### src/rtl/alu_pkg.sv
// Shared opcode encodings and flag bit positions for the pipelined ALU family.
// Shared by every file of the slice; contains no logic of its own.
package alu_pkg;
   localparam logic [2:0] OP_ADD  = 3'd0;
   localparam logic [2:0] OP_SUB  = 3'd1;
   localparam logic [2:0] OP_AND  = 3'd2;
   localparam logic [2:0] OP_OR   = 3'd3;
   localparam logic [2:0] OP_XOR  = 3'd4;
   localparam logic [2:0] OP_SHL  = 3'd5;
   localparam logic [2:0] OP_SHR  = 3'd6;
   localparam logic [2:0] OP_PASS = 3'd7;

   localparam int FLG_N = 3;
   localparam int FLG_Z = 2;
   localparam int FLG_C = 1;
   localparam int FLG_V = 0;
endpackage

### src/rtl/alu_addsub.sv
// Ripple-carry adder/subtractor: sub=1 computes a + ~b + 1; combinational, no backpressure.
// ovf is signed overflow, taken as carry-into-MSB xor carry-out.
module alu_addsub #(
   parameter int WIDTH = 8
) (
   input  logic [WIDTH-1:0] a,
   input  logic [WIDTH-1:0] b,
   input  logic             sub,
   output logic [WIDTH-1:0] sum,
   output logic             cout,
   output logic             ovf
);
   logic [WIDTH:0]   c;
   logic [WIDTH-1:0] bx;

   assign c[0] = sub;
   assign bx   = b ^ {WIDTH{sub}};

   genvar i;
   generate
      for (i = 0; i < WIDTH; i++) begin : g_fa
         assign sum[i]   = a[i] ^ bx[i] ^ c[i];
         assign c[i+1]   = (a[i] & bx[i]) | (c[i] & (a[i] ^ bx[i]));
      end
   endgenerate

   assign cout = c[WIDTH];
   assign ovf  = c[WIDTH] ^ c[WIDTH-1];
endmodule

### src/rtl/alu_pipe_param.sv
// 2-stage pipelined ALU with NZCV flags; 2-cycle latency, 1 beat/cycle throughput.
// Valid/ready backpressure holds up to 2 beats; in_ready is combinational from out_ready.
module alu_pipe_param #(
   parameter int WIDTH = 8
) (
   input  logic             clk,
   input  logic             rst,
   input  logic             in_valid,
   output logic             in_ready,
   input  logic [WIDTH-1:0] a,
   input  logic [WIDTH-1:0] b,
   input  logic [2:0]       op,
   output logic             out_valid,
   input  logic             out_ready,
   output logic [WIDTH-1:0] result,
   output logic [3:0]       flags
);
   import alu_pkg::*;

   logic             s1_valid;
   logic [WIDTH-1:0] s1_a, s1_b;
   logic [2:0]       s1_op;
   logic             s1_en, s2_en;

   logic [WIDTH-1:0] as_sum;
   logic             as_cout, as_ovf;
   logic [WIDTH-1:0] res_nxt;
   logic             c_nxt, v_nxt;
   logic [3:0]       flags_nxt;

   assign s2_en    = !out_valid || out_ready;
   assign s1_en    = !s1_valid || s2_en;
   assign in_ready = s1_en;

   always_ff @(posedge clk or posedge rst) begin
      if (rst) begin
         s1_valid <= 1'b0;
         s1_a     <= '0;
         s1_b     <= '0;
         s1_op    <= OP_ADD;
      end else if (s1_en) begin
         s1_valid <= in_valid;
         if (in_valid) begin
            s1_a  <= a;
            s1_b  <= b;
            s1_op <= op;
         end
      end
   end

   alu_addsub #(.WIDTH(WIDTH)) u_addsub (
      .a    (s1_a),
      .b    (s1_b),
      .sub  (s1_op == OP_SUB),
      .sum  (as_sum),
      .cout (as_cout),
      .ovf  (as_ovf)
   );

   always_comb begin
      res_nxt = s1_a;
      c_nxt   = 1'b0;
      v_nxt   = 1'b0;
      case (s1_op)
         OP_ADD, OP_SUB: begin
            res_nxt = as_sum;
            c_nxt   = as_cout;
            v_nxt   = as_ovf;
         end
         OP_AND: res_nxt = s1_a & s1_b;
         OP_OR:  res_nxt = s1_a | s1_b;
         OP_XOR: res_nxt = s1_a ^ s1_b;
         OP_SHL: begin
            res_nxt = {s1_a[WIDTH-2:0], 1'b0};
            c_nxt   = s1_a[WIDTH-1];
         end
         OP_SHR: begin
            res_nxt = {1'b0, s1_a[WIDTH-1:1]};
            c_nxt   = s1_a[0];
         end
         default: res_nxt = s1_a;
      endcase
   end

   always_comb begin
      flags_nxt        = '0;
      flags_nxt[FLG_N] = res_nxt[WIDTH-1];
      flags_nxt[FLG_Z] = (res_nxt == '0);
      flags_nxt[FLG_C] = c_nxt;
      flags_nxt[FLG_V] = v_nxt;
   end

   // result/flags only move on a real beat, so they hold through bubbles and stalls
   always_ff @(posedge clk or posedge rst) begin
      if (rst) begin
         out_valid <= 1'b0;
         result    <= '0;
         flags     <= '0;
      end else if (s2_en) begin
         out_valid <= s1_valid;
         if (s1_valid) begin
            result <= res_nxt;
            flags  <= flags_nxt;
         end
      end
   end
endmodule
### config.mk
export PLATFORM = sky130hd
export DESIGN_NAME = alu_pipe_param
export DESIGN_NICKNAME = d
export VERILOG_FILES = /design/src/rtl/alu_pkg.sv /design/src/rtl/alu_addsub.sv /design/src/rtl/alu_pipe_param.sv
export SDC_FILE = /design/constraint.sdc
export NUM_CORES = 1
export LEC_CHECK = 0
export BUFFER_PORTS_ARGS = -buffer_cell sky130_fd_sc_hd__buf_2
export CAP_MARGIN = 10
export CORE_UTILIZATION = 57
export DETAILED_ROUTE_END_ITERATION = 8
export GPL_TIMING_DRIVEN = 0
export PLACE_DENSITY_LB_ADDON = 0.3
export SLEW_MARGIN = 10
export SYNTH_ARGS = -nofsm -noshare
export SYNTH_HDL_FRONTEND = slang
export SYNTH_HIERARCHICAL = 1
export SYNTH_SLANG_ARGS = --single-unit
### constraint.sdc
create_clock -name clk -period 5.6 [get_ports clk]
set_clock_uncertainty 0.1 [all_clocks]
set_input_delay 1.68 -clock clk [delete_from_list [all_inputs] [get_ports clk]]
set_output_delay 1.68 -clock clk [all_outputs]
set_load 0.005 [all_outputs]
---- Yosys cells after proc, flatten, opt, wreduce, memory -nomap -nowiden ----
Index checks and enable logic that the tools add are counted.
storage, ports and cells
  flip-flop bits (word level) ............. 33
  bits of input ports ..................... 23
operators by class
  reductions and logical operators ........ 9
  bitwise logic cells ..................... 45
  muxes and demuxes ....................... 3
  equal/unequal tests ..................... 6
operator list
  kind                                                              number
  8-bit case mux with 6 select lines                                1
  1-bit XOR                                                         17
  1-bit bitwise AND                                                 16
  8-bit XOR                                                         2
  3-bit == test (second input constant)                             3
  8-bit bitwise AND                                                 1
  8-bit zero test                                                   1
  1-bit bitwise OR                                                  8
  8-bit bitwise OR                                                  1
  3-bit by 2-bit == test with 1-bit output (second input constant)  2
  2-bit AND reduction                                               2
  3-bit by 1-bit == test with 1-bit output (second input constant)  1
  3-bit zero test                                                   1
  1-bit case mux with 3 select lines                                1
  1-bit zero test                                                   2
  1-bit logical OR                                                  2
  2-bit OR reduction                                                1
  1-bit 2-to-1 mux                                                  1

---- Longest topological paths before layout ----
Gate-level depths: netlist (run 1).
  depth after elaboration ................. 21
  gate-level depth with buffers ........... 19

---- By module ----
The synthesis (run 1) kept the hierarchy.
by module, submodules not included
  module          seq. area each (um^2)  times used  cells an instance  area each (um^2)
  alu_pipe_param  800.8                  1           203                2,072.0
  alu_addsub      0.0                    1           30                 286.5

---- Least setup slack after synthesis (run 1) ----
No wires, ideal clock.
  path type ............................... register -> register
  from .................................... reg s1_op[2]
  to ...................................... reg flags[2]
  setup slack ............................. 0.856 ns
  arrival ................................. 4.552 ns
  cell stages (with the launch flop) ...... 20
  buffers on the path ..................... 3
  data required time ...................... 5.408 ns
  period minus slack after synthesis ...... 4.744 ns
  cells stage by stage .................... dfrtp_1 -> buf_2 -> buf_2 -> nor2_1 -> and2_1 -> buf_6 -> xor2_1 -> fa_1 -> inv_1 -> fa_1 -> fa_1 -> fa_1 -> fa_1 -> fa_1 -> inv_1 -> fa_1 -> nand2_1 -> a31oi_1 -> a211o_1 -> o31ai_2
between the ends
  word-level cells in the longest chain between the ends .. 20
  elaborated cells on any way between the ends .. 48
ends and longest elaborated chain
  item                                        line                   text
  start: declaration                          alu_pipe_param.sv:22   logic [2:0] s1_op;
  start signal: assignment                    alu_pipe_param.sv:46   s1_op <= op;
  3-bit by 1-bit == test with 1-bit output *  alu_pipe_param.sv:54   .sub (s1_op == OP_SUB),
  8-bit XOR                                   alu_addsub.sv:17       assign bx = b ^ {WIDTH{sub}};
  1-bit XOR                                   alu_addsub.sv:23       assign c[i+1] = (a[i] & bx[i]) | (c[i] & (a[i] ^ bx[i]));
  1-bit bitwise AND                           alu_addsub.sv:23
  1-bit bitwise OR                            alu_addsub.sv:23
  1-bit bitwise AND                           alu_addsub.sv:23
  1-bit bitwise OR                            alu_addsub.sv:23
  1-bit bitwise AND                           alu_addsub.sv:23
  [... 5 more ...]                            -
  1-bit bitwise AND                           alu_addsub.sv:23
  1-bit bitwise OR                            alu_addsub.sv:23
  1-bit bitwise AND                           alu_addsub.sv:23
  1-bit bitwise OR                            alu_addsub.sv:23
  1-bit XOR *                                 alu_addsub.sv:22       assign sum[i] = a[i] ^ bx[i] ^ c[i];
  net as_sum[7]                               alu_pipe_param.sv:25   logic [WIDTH-1:0] as_sum;
  8-bit case mux with 6 select lines *        alu_pipe_param.sv:64   case (s1_op)
  8-bit zero test *                           alu_pipe_param.sv:88   flags_nxt[FLG_Z] = (res_nxt == '0);
  end signal: assignment                      alu_pipe_param.sv:103  flags <= flags_nxt;
  end: declaration                            alu_pipe_param.sv:16   output logic [3:0] flags
The timed path passes the listed nets; every way through them passes the cells marked *.
A chain may end at the register's enable or synchronous reset.

---- Worst setup path after layout (run 1) ----
  from .................................... reg s1_op[1]
  to ...................................... reg flags[2]
The elaborated chain is that of the path after synthesis.

==> run_results.csv, run 1 <==
group,metric,value,unit
worst_hold_path,timing.hold.worst.class,"flip-flop to flip-flop",
power_and_ir_drop,switching_share,36.7,%
critical_path,crit_arrival,5410,ps
layout,final_net_count,322,
layout,fillers,354,
logic_synthesis,synth.ff_latch_count,32,
clock_tree,cts.sinks,32,
routing,drtPass1Iterations,4,
logic_synthesis,synthDominantAreaCellType,"sky130_fd_sc_hd__dfrtp_1",
clock_tree,clk_latency,290,ps
outcome,outcome,"completed",
logic_synthesis,synth-edff-count,0,
global_route,grt.overflow.total,0,
sta,finalSetupViolCount,0,
global_route,grt_util_overall,25.1,%
die,ios,37,
power_and_ir_drop,seq_power_share,36.0,%
die,die_w,66.3,um
die,core,0.00400,mm^2
sta,layout_setup_ws,297,ps
die,std_cell_rows,23,
layout,antenna_cells_inserted,0,
power_and_ir_drop,clock_power_share,20.4,%
critical_path,kind_of_capture_point_of_the_worst_setup_path,"flip-flop",
critical_path,setup.worst_path.class,"flip-flop to flip-flop",
routing,detailroute.wirelength.met3,203,um
logic_synthesis,synthesis.nets,279,
logic_synthesis,yosys_warnings,6,
sta,hold_slack,377,ps
logic_synthesis,ys_types,45,
sta,drv_slew,0,
placed_design,placement.setup.worst_slack,312,ps
routing,wl,4740,um
critical_path,cp_max_fo,10,
routing,avgViaCountPerCell,5.46,
power_and_ir_drop,internal_power,0.000569,W
clock_tree,cts_tree,"built",
logic_synthesis,synth_top_area_share,34.0,%
logic_synthesis,synth_seq_area_share,34.0,%
power_and_ir_drop,comb_power_share,43.7,%
routing,highest-signal-layer,"met4",
sta,setup_tns,0,ps
global_route,antenna_found_initial,0,
job,cap_violations,0,
sta,slew-limit-headroom,54.9,%
routing,wl_per_cell,14.5,um
logic_synthesis,postSynthCellCount,233,
critical_path,setup.worst_path.start_class,"flip-flop",
clock_tree,cts.repair_timing.setup_buffer_count,0,
routing,drc_errors,0,
sta,post-route-period-util,94.7,%
logic_synthesis,synth_async_sr_flop_share,100,%
clock_tree,ctsResizeCount,0,
sta,timing.final.crit_period,5300,ps
clock_tree,clk_root_buffer_cell,"sky130_fd_sc_hd__clkbuf_8",
die,initial_utilization,59.0,%
sta,timing_worst_slew_pin_value,675,ps
die,dieArea,0.00440,mm^2
sta,number_of_hold_violations_in_the_final_report,0,
power_and_ir_drop,power.leakage,1.31,nW
routing,route.met2.wl,2310,um
clock_tree,hold_buffers,0,
routing,met1_length,2110,um
logic_synthesis,primary_flip_flop_cell_chosen_by_synthesis_mapping,"sky130_fd_sc_hd__dfrtp_1",
global_route,global_route_wire_length_before_repair,7980,um
critical_path,cp_data_required_time,5700,ps
global_route,grt_start_max_net_pins,33,
placed_design,place_hpwl,3590,um
logic_synthesis,post_synth_main_area_contributors,"sky130_fd_sc_hd__dfrtp_1 34%, sky130_fd_sc_hd__mux2_2 10%, sky130_fd_sc_hd__ha_1 8.5%",
routing,dr.first_iter.drc_count,78,
power_and_ir_drop,power.switching,0.000329,W
logic_synthesis,netlist_area,0.00236,mm^2
clock_tree,clock_tree_buf_depth,2,
layout,post_route_cells_drive_above_1_share,31.0,%
power_and_ir_drop,power_density,333,mW/mm^2
layout,final_design_area_no_fill,0.00269,mm^2
clock_tree,clk_pin_slew,70,ps
die,die_y,66.3,um
routing,postRouteAntennaNets,0,
layout,layout-area-overhead-vs-synth,14.2,%
placed_design,port_buffers,36,
layout,finalCoreUtilization,67.3,%
sta,grt_setup_unrepaired,"false",
sta,fmax,0.189,GHz
routing,routed-via-count,1786,
clock_tree,cts-htree-levels,2,
power_and_ir_drop,vdd_drop_max,0.156,mV
global_route,grt_pass1_vias,1717,
clock_tree,cts_made_buffers,5,
placed_design,gp_routability_congestion,0.944,
placed_design,instance_area_after_placement,0.00260,mm^2
logic_synthesis,syn_avg_cell_area,10.1,um^2
state kept, by name (all words and copies together), names as in the netlist:
name / count
flags: 3
out_valid: 1
result: 8
s1_a: 8
s1_b: 8
s1_op: 3
s1_valid: 1
worst max-delay path: stages (launching register included):
cell	delay [ps]
sky130_fd_sc_hd__dfrtp_1	320
sky130_fd_sc_hd__buf_4	170
sky130_fd_sc_hd__clkbuf_1	400
sky130_fd_sc_hd__nor2_1	130
sky130_fd_sc_hd__and2_1	190
sky130_fd_sc_hd__buf_6	150
sky130_fd_sc_hd__xor2_1	230
sky130_fd_sc_hd__fa_1	240
sky130_fd_sc_hd__inv_1	50
sky130_fd_sc_hd__fa_1	390
sky130_fd_sc_hd__fa_1	420
sky130_fd_sc_hd__fa_1	400
sky130_fd_sc_hd__fa_1	390
sky130_fd_sc_hd__fa_1	440
sky130_fd_sc_hd__inv_1	100
sky130_fd_sc_hd__fa_1	420
sky130_fd_sc_hd__nand2_1	80
sky130_fd_sc_hd__a31oi_1	110
sky130_fd_sc_hd__a211o_1	250
sky130_fd_sc_hd__o31ai_2	230
cell type report:
cell class | count | area [um^2] | area share [%]
Inverter | 32 | 120 | 4.46
Timing Repair Buffer | 36 | 180 | 6.69
Sequential cell | 32 | 801 | 29.7
Clock inverter | 2 | 10.0 | 0.372
Clock buffer | 6 | 82.6 | 3.07
Buffer | 13 | 88.8 | 3.30
Tap cell | 50 | 62.6 | 2.32
Multi-Input combinational cell | 156 | 1350 | 50.1
routing by layer:
metal,vias to the layer above,global-route usage (%)
met5,-,0
met2,58,42.7
met4,0,9.31
met1,846,30.6
met3,10,5.86
li1,872,-
cells in the mapped netlist, drive strengths merged (3+ instances only):
library cell	instances
mux2	22
mux4	4
mux2i	5
xor2	3
a211oi	4
xnor2	6
o21ai	11
nand2	19
fa	7
nand2b	7
nand3	3
nor2	11
buf	11
dfrtp	32
nor2b	5
inv	31
o31ai	6
and2	3
ha	16
power groups by stage:
stage / registers, W / clock network, W / logic, W
floorplan: 0.000321 / 0 / 0.000284
global placement: 0.000324 / 0 / 0.000373
detailed placement: 0.000327 / 0 / 0.000391
CTS: 0.000323 / 0.000187 / 0.000394
global route: 0.000331 / 0.000196 / 0.000447
finish: 0.000323 / 0.000183 / 0.000392
logic make-up (layout without fill, tap and decap cells):
family          after synthesis  after routing  synth area share, %
buf+inv                      45             89                 8.86
fa+ha+maj                    23             23                 14.4
flops                        32             32                 34.0
mux                          31             31                 16.4
simple gates                 55             55                 11.3
compound gates               38             38                 11.7
xor+xnor                      9              9                 3.34
stage by stage:
step | total power, W | cells
2_1_floorplan | 0.000605 | 233
3_3_place_gp | 0.000697 | 319
3_5_place_dp | 0.000718 | 319
4_1_cts | 0.000904 | 327
5_1_grt | 0.000974 | 327
6_report | 0.000898 | 327
final timing paths:
path                            slack, ps     start  cells after the start        end
worst max-delay path                  300  s1_op[1]                     19   flags[2]
worst min-delay path                  380  flags[0]                      2   flags[0]
worst max register to register        300  s1_op[1]                     19   flags[2]
worst min register to register        380  flags[0]                      2   flags[0]
max in group asynchronous            3580       rst                      2    s1_b[4]
min in group asynchronous            1390       rst                      2  result[6]
cell usage in the layout (no fill, tap or decap), types with 3 or more instances in the layout:
cell                        n
sky130_fd_sc_hd__nand2b_1   7
sky130_fd_sc_hd__inv_2      3
sky130_fd_sc_hd__mux4_2     4
sky130_fd_sc_hd__ha_1      16
sky130_fd_sc_hd__o21ai_0    9
sky130_fd_sc_hd__nor2b_1    5
sky130_fd_sc_hd__nand2_1   19
sky130_fd_sc_hd__nand3_1    3
sky130_fd_sc_hd__o31ai_1    5
sky130_fd_sc_hd__inv_1     28
sky130_fd_sc_hd__xnor2_1    6
sky130_fd_sc_hd__fa_1       7
sky130_fd_sc_hd__clkbuf_8   6
sky130_fd_sc_hd__nor2_1    11
sky130_fd_sc_hd__mux2_2    21
sky130_fd_sc_hd__a211oi_1   3
sky130_fd_sc_hd__dfrtp_1   32
sky130_fd_sc_hd__xor2_1     3
sky130_fd_sc_hd__buf_2     41
sky130_fd_sc_hd__buf_4      3
sky130_fd_sc_hd__buf_6      3
sky130_fd_sc_hd__mux2i_1    5
Note: power is estimated with default switching activity, not from simulation.
==> run 2: changes to the inputs <==
Settings changed: ABC_AREA set to 1, CORE_UTILIZATION 57 to 59, CTS_BUF_LIST set to sky130_fd_sc_hd__clkbuf_8.
==> run_results.csv, run 2 <==
group,metric,value,unit
logic_synthesis,synthDominantAreaCellType,"sky130_fd_sc_hd__dfrtp_1",
die,std_cell_rows,22,
logic_synthesis,synth.ff_latch_count,32,
die,initial_utilization,63.6,%
critical_path,cp_max_fo,10,
routing,wl_per_cell,13.8,um
sta,hold_slack,388,ps
sta,setup_tns,0,ps
sta,timing.final.crit_period,5140,ps
clock_tree,cts-htree-levels,2,
routing,drc_errors,0,
layout,leading_cell_type_in_the_layout_fill_and_taps_excluded,"sky130_fd_sc_hd__nand2_1",
layout,finalCoreUtilization,72.9,%
global_route,grt.overflow.total,0,
logic_synthesis,post_synth_main_area_contributors,"sky130_fd_sc_hd__dfrtp_1 33%, sky130_fd_sc_hd__nand2_1 11%, sky130_fd_sc_hd__ha_1 8.3%",
sta,slew-limit-headroom,54.0,%
die,core,0.00377,mm^2
logic_synthesis,syn_avg_cell_area,7.57,um^2
job,cap_violations,0,
clock_tree,clk_pin_slew,70,ps
layout,fillers,317,
global_route,grt_start_max_net_pins,33,
clock_tree,clk_root_buffer_cell,"sky130_fd_sc_hd__clkbuf_8",
sta,finalSetupViolCount,0,
layout,largestRegisters,"result: 8 flops, s1_a: 8 flops, s1_b: 8 flops",
placed_design,gp_routability_congestion,0.875,
critical_path,r2r.worst_path.cells,21,
logic_synthesis,adder_cell_share_of_the_synthesized_area,14.2,%
global_route,antenna_found_initial,0,
layout,final_cell_mix,"68 x sky130_fd_sc_hd__nand2_1, 46 x sky130_fd_sc_hd__inv_1, 40 x sky130_fd_sc_hd__buf_2",
clock_tree,clock_tree_buf_depth,2,
routing,routed-via-count,2143,
critical_path,critical_path.most_common_cell,"sky130_fd_sc_hd__fa_1",
critical_path,timing.reg2reg.setup_slack,460,ps
power_and_ir_drop,power.leakage,1.50,nW
critical_path,kind_of_capture_point_of_the_worst_setup_path,"flip-flop",
routing,postRouteAntennaNets,0,
clock_tree,cts.sinks,32,
die,die_w,65.8,um
critical_path,crit_slowest_cell,"sky130_fd_sc_hd__fa_1",
logic_synthesis,synth-simple-area-share,27.8,%
layout,antenna_cells_inserted,0,
critical_path,worst_path_largest_cell_delay,430,ps
worst_hold_path,min_path_cells,2,
sta,drv_slew,0,
global_route,grt_pass1_vias,2053,
routing,wl,5660,um
critical_path,crit_arrival,5270,ps
die,ios,37,
logic_synthesis,synthMostInstantiatedCell,"sky130_fd_sc_hd__nand2_1",
sta,number_of_hold_violations_in_the_final_report,0,
critical_path,setup.worst_path.start_class,"flip-flop",
clock_tree,hold_buffers,0,
layout,layout-area-overhead-vs-synth,14.5,%
power_and_ir_drop,power_density,338,mW/mm^2
clock_tree,ctsResizeCount,0,
global_route,global_route_wire_length_before_repair,9330,um
worst_hold_path,min_to,"result[1]",
routing,avgViaCountPerCell,5.24,
power_and_ir_drop,vdd_drop_max,0.195,mV
worst_hold_path,timing.hold.worst.class,"flip-flop to flip-flop",
logic_synthesis,synthesis.nets,363,
clock_tree,cts_made_buffers,5,
logic_synthesis,synth-edff-count,0,
logic_synthesis,synth_seq_area_share,33.4,%
layout,final_net_count,406,
logic_synthesis,ys_types,27,
logic_synthesis,yosys_warnings,6,
placed_design,port_buffers,36,
critical_path,r2r-end,"flags[2]",
clock_tree,clk_latency,290,ps
sta,post-route-period-util,91.8,%
outcome,outcome,"completed",
sta,grt_setup_unrepaired,"false",
logic_synthesis,netlist_area,0.00240,mm^2
logic_synthesis,yosys-top-cells-count,"68 x sky130_fd_sc_hd__nand2_1, 46 x sky130_fd_sc_hd__inv_1, 39 x sky130_fd_sc_hd__nor2_1",
logic_synthesis,synthXorXnorAreaFrac,2.92,%
logic_synthesis,synth_async_sr_flop_share,100,%
critical_path,setup.worst_path.class,"flip-flop to flip-flop",
die,dieArea,0.00433,mm^2
routing,dr.first_iter.drc_count,140,
logic_synthesis,primary_flip_flop_cell_chosen_by_synthesis_mapping,"sky130_fd_sc_hd__dfrtp_1",
layout,post_route_cells_drive_above_1_share,19.7,%
global_route,grt_util_overall,29.6,%
die,die_y,65.8,um
critical_path,cp_cell_sequence,"buf_6, buf_2, nor3_1, buf_6, xor2_1, fa_1, inv_1, fa_1, fa_1, fa_1, fa_1, fa_1, inv_1, fa_1, nand2_1, nand2_1, nor3_2, nand3_1, nor2_1, nand2_1, nand2_1",
logic_synthesis,synth_compound_gate_area_share,8.97,%
worst_hold_path,holdCritStartpoint,"result[1]",
critical_path,worstReg2RegStart,"s1_op[2]",
clock_tree,cts_tree,"built",
critical_path,cp_data_required_time,5730,ps
clock_tree,cts.repair_timing.setup_buffer_count,0,
placed_design,place_hpwl,4080,um
logic_synthesis,postSynthCellCount,317,
sta,timing_worst_slew_pin_value,689,ps
routing,drtPass1Iterations,4,
sta,fmax,0.195,GHz
logic_synthesis,mux_cell_area_share_after_synthesis,0,%
logic_synthesis,synth_top_area_share,33.4,%
logic_synthesis,largest_family_of_logic_cells_by_synthesized_area,"simple AND/OR/NAND/NOR gates",
[run 2: how the worst max path moves through the flow]
stage                     depth (start not counted)  endpoint  slack, ps  startpoint
after global routing                             21  flags[2]        190    s1_op[2]
after CTS                                        21  flags[2]        460    s1_op[2]
after floorplan                                  21  flags[2]        950    s1_op[2]
final                                            21  flags[2]        460    s1_op[2]
after global placement                           21  flags[2]        560    s1_op[2]
after detailed placement                         21  flags[2]        480    s1_op[2]
[run 2: cells by family (layout without fill, tap and decap cells)]
group                    Yosys count  in the layout
AO/OA/AOI/OAI                     42             42
AND/OR/NAND/NOR                  149            149
buffers and inverters             63            107
flip-flops                        32             32
XOR/XNOR                           8              8
adder cells (fa/ha/maj)           23             23
[run 2: worst max-delay path, delay by kind of cell (launching register included)]
family	cells	cell delay (ps)
adder cells (fa/ha/maj)	7	2660
AND/OR/NAND/NOR	8	1020
XOR/XNOR	1	210
flip-flops	1	380
buffers and inverters	5	690
[run 2: routing by layer]
layer	part of all wire, %	wire length (um)	track usage, %
met5	0	0	0
met4	2.8	158	12.0
met3	6.5	367	7.07
met2	48	2740	49.4
met1	42	2400	36.6
[run 2: power breakdown]
part / switching (W) / internal [W] / total [W]
Clock: 0.0000857 / 0.000130 / 0.000216
Combinational: 0.000233 / 0.000159 / 0.000392
Sequential: 0.0000388 / 0.000282 / 0.000321
[run 2: layout make-up]
class,instances,area (um^2),area share [%]
Multi-Input combinational cell,222,1290,47.0
Sequential cell,32,801,29.1
Inverter,49,189,6.88
Timing Repair Buffer,36,180,6.56
Buffer,14,118,4.28
Clock buffer,5,68.8,2.50
Tap cell,48,60.1,2.19
Clock inverter,3,38.8,1.41
[run 2: stage by stage]
stage	instance area, um^2	power, W	cells	setup slack, ps
after floorplan	2400	0.000592	317	953
after global placement	2640	0.000695	401	563
after CTS	2750	0.000930	409	461
final	2750	0.000929	409	462
after detailed placement	2640	0.000711	401	483
after global routing	2750	0.000998	409	186
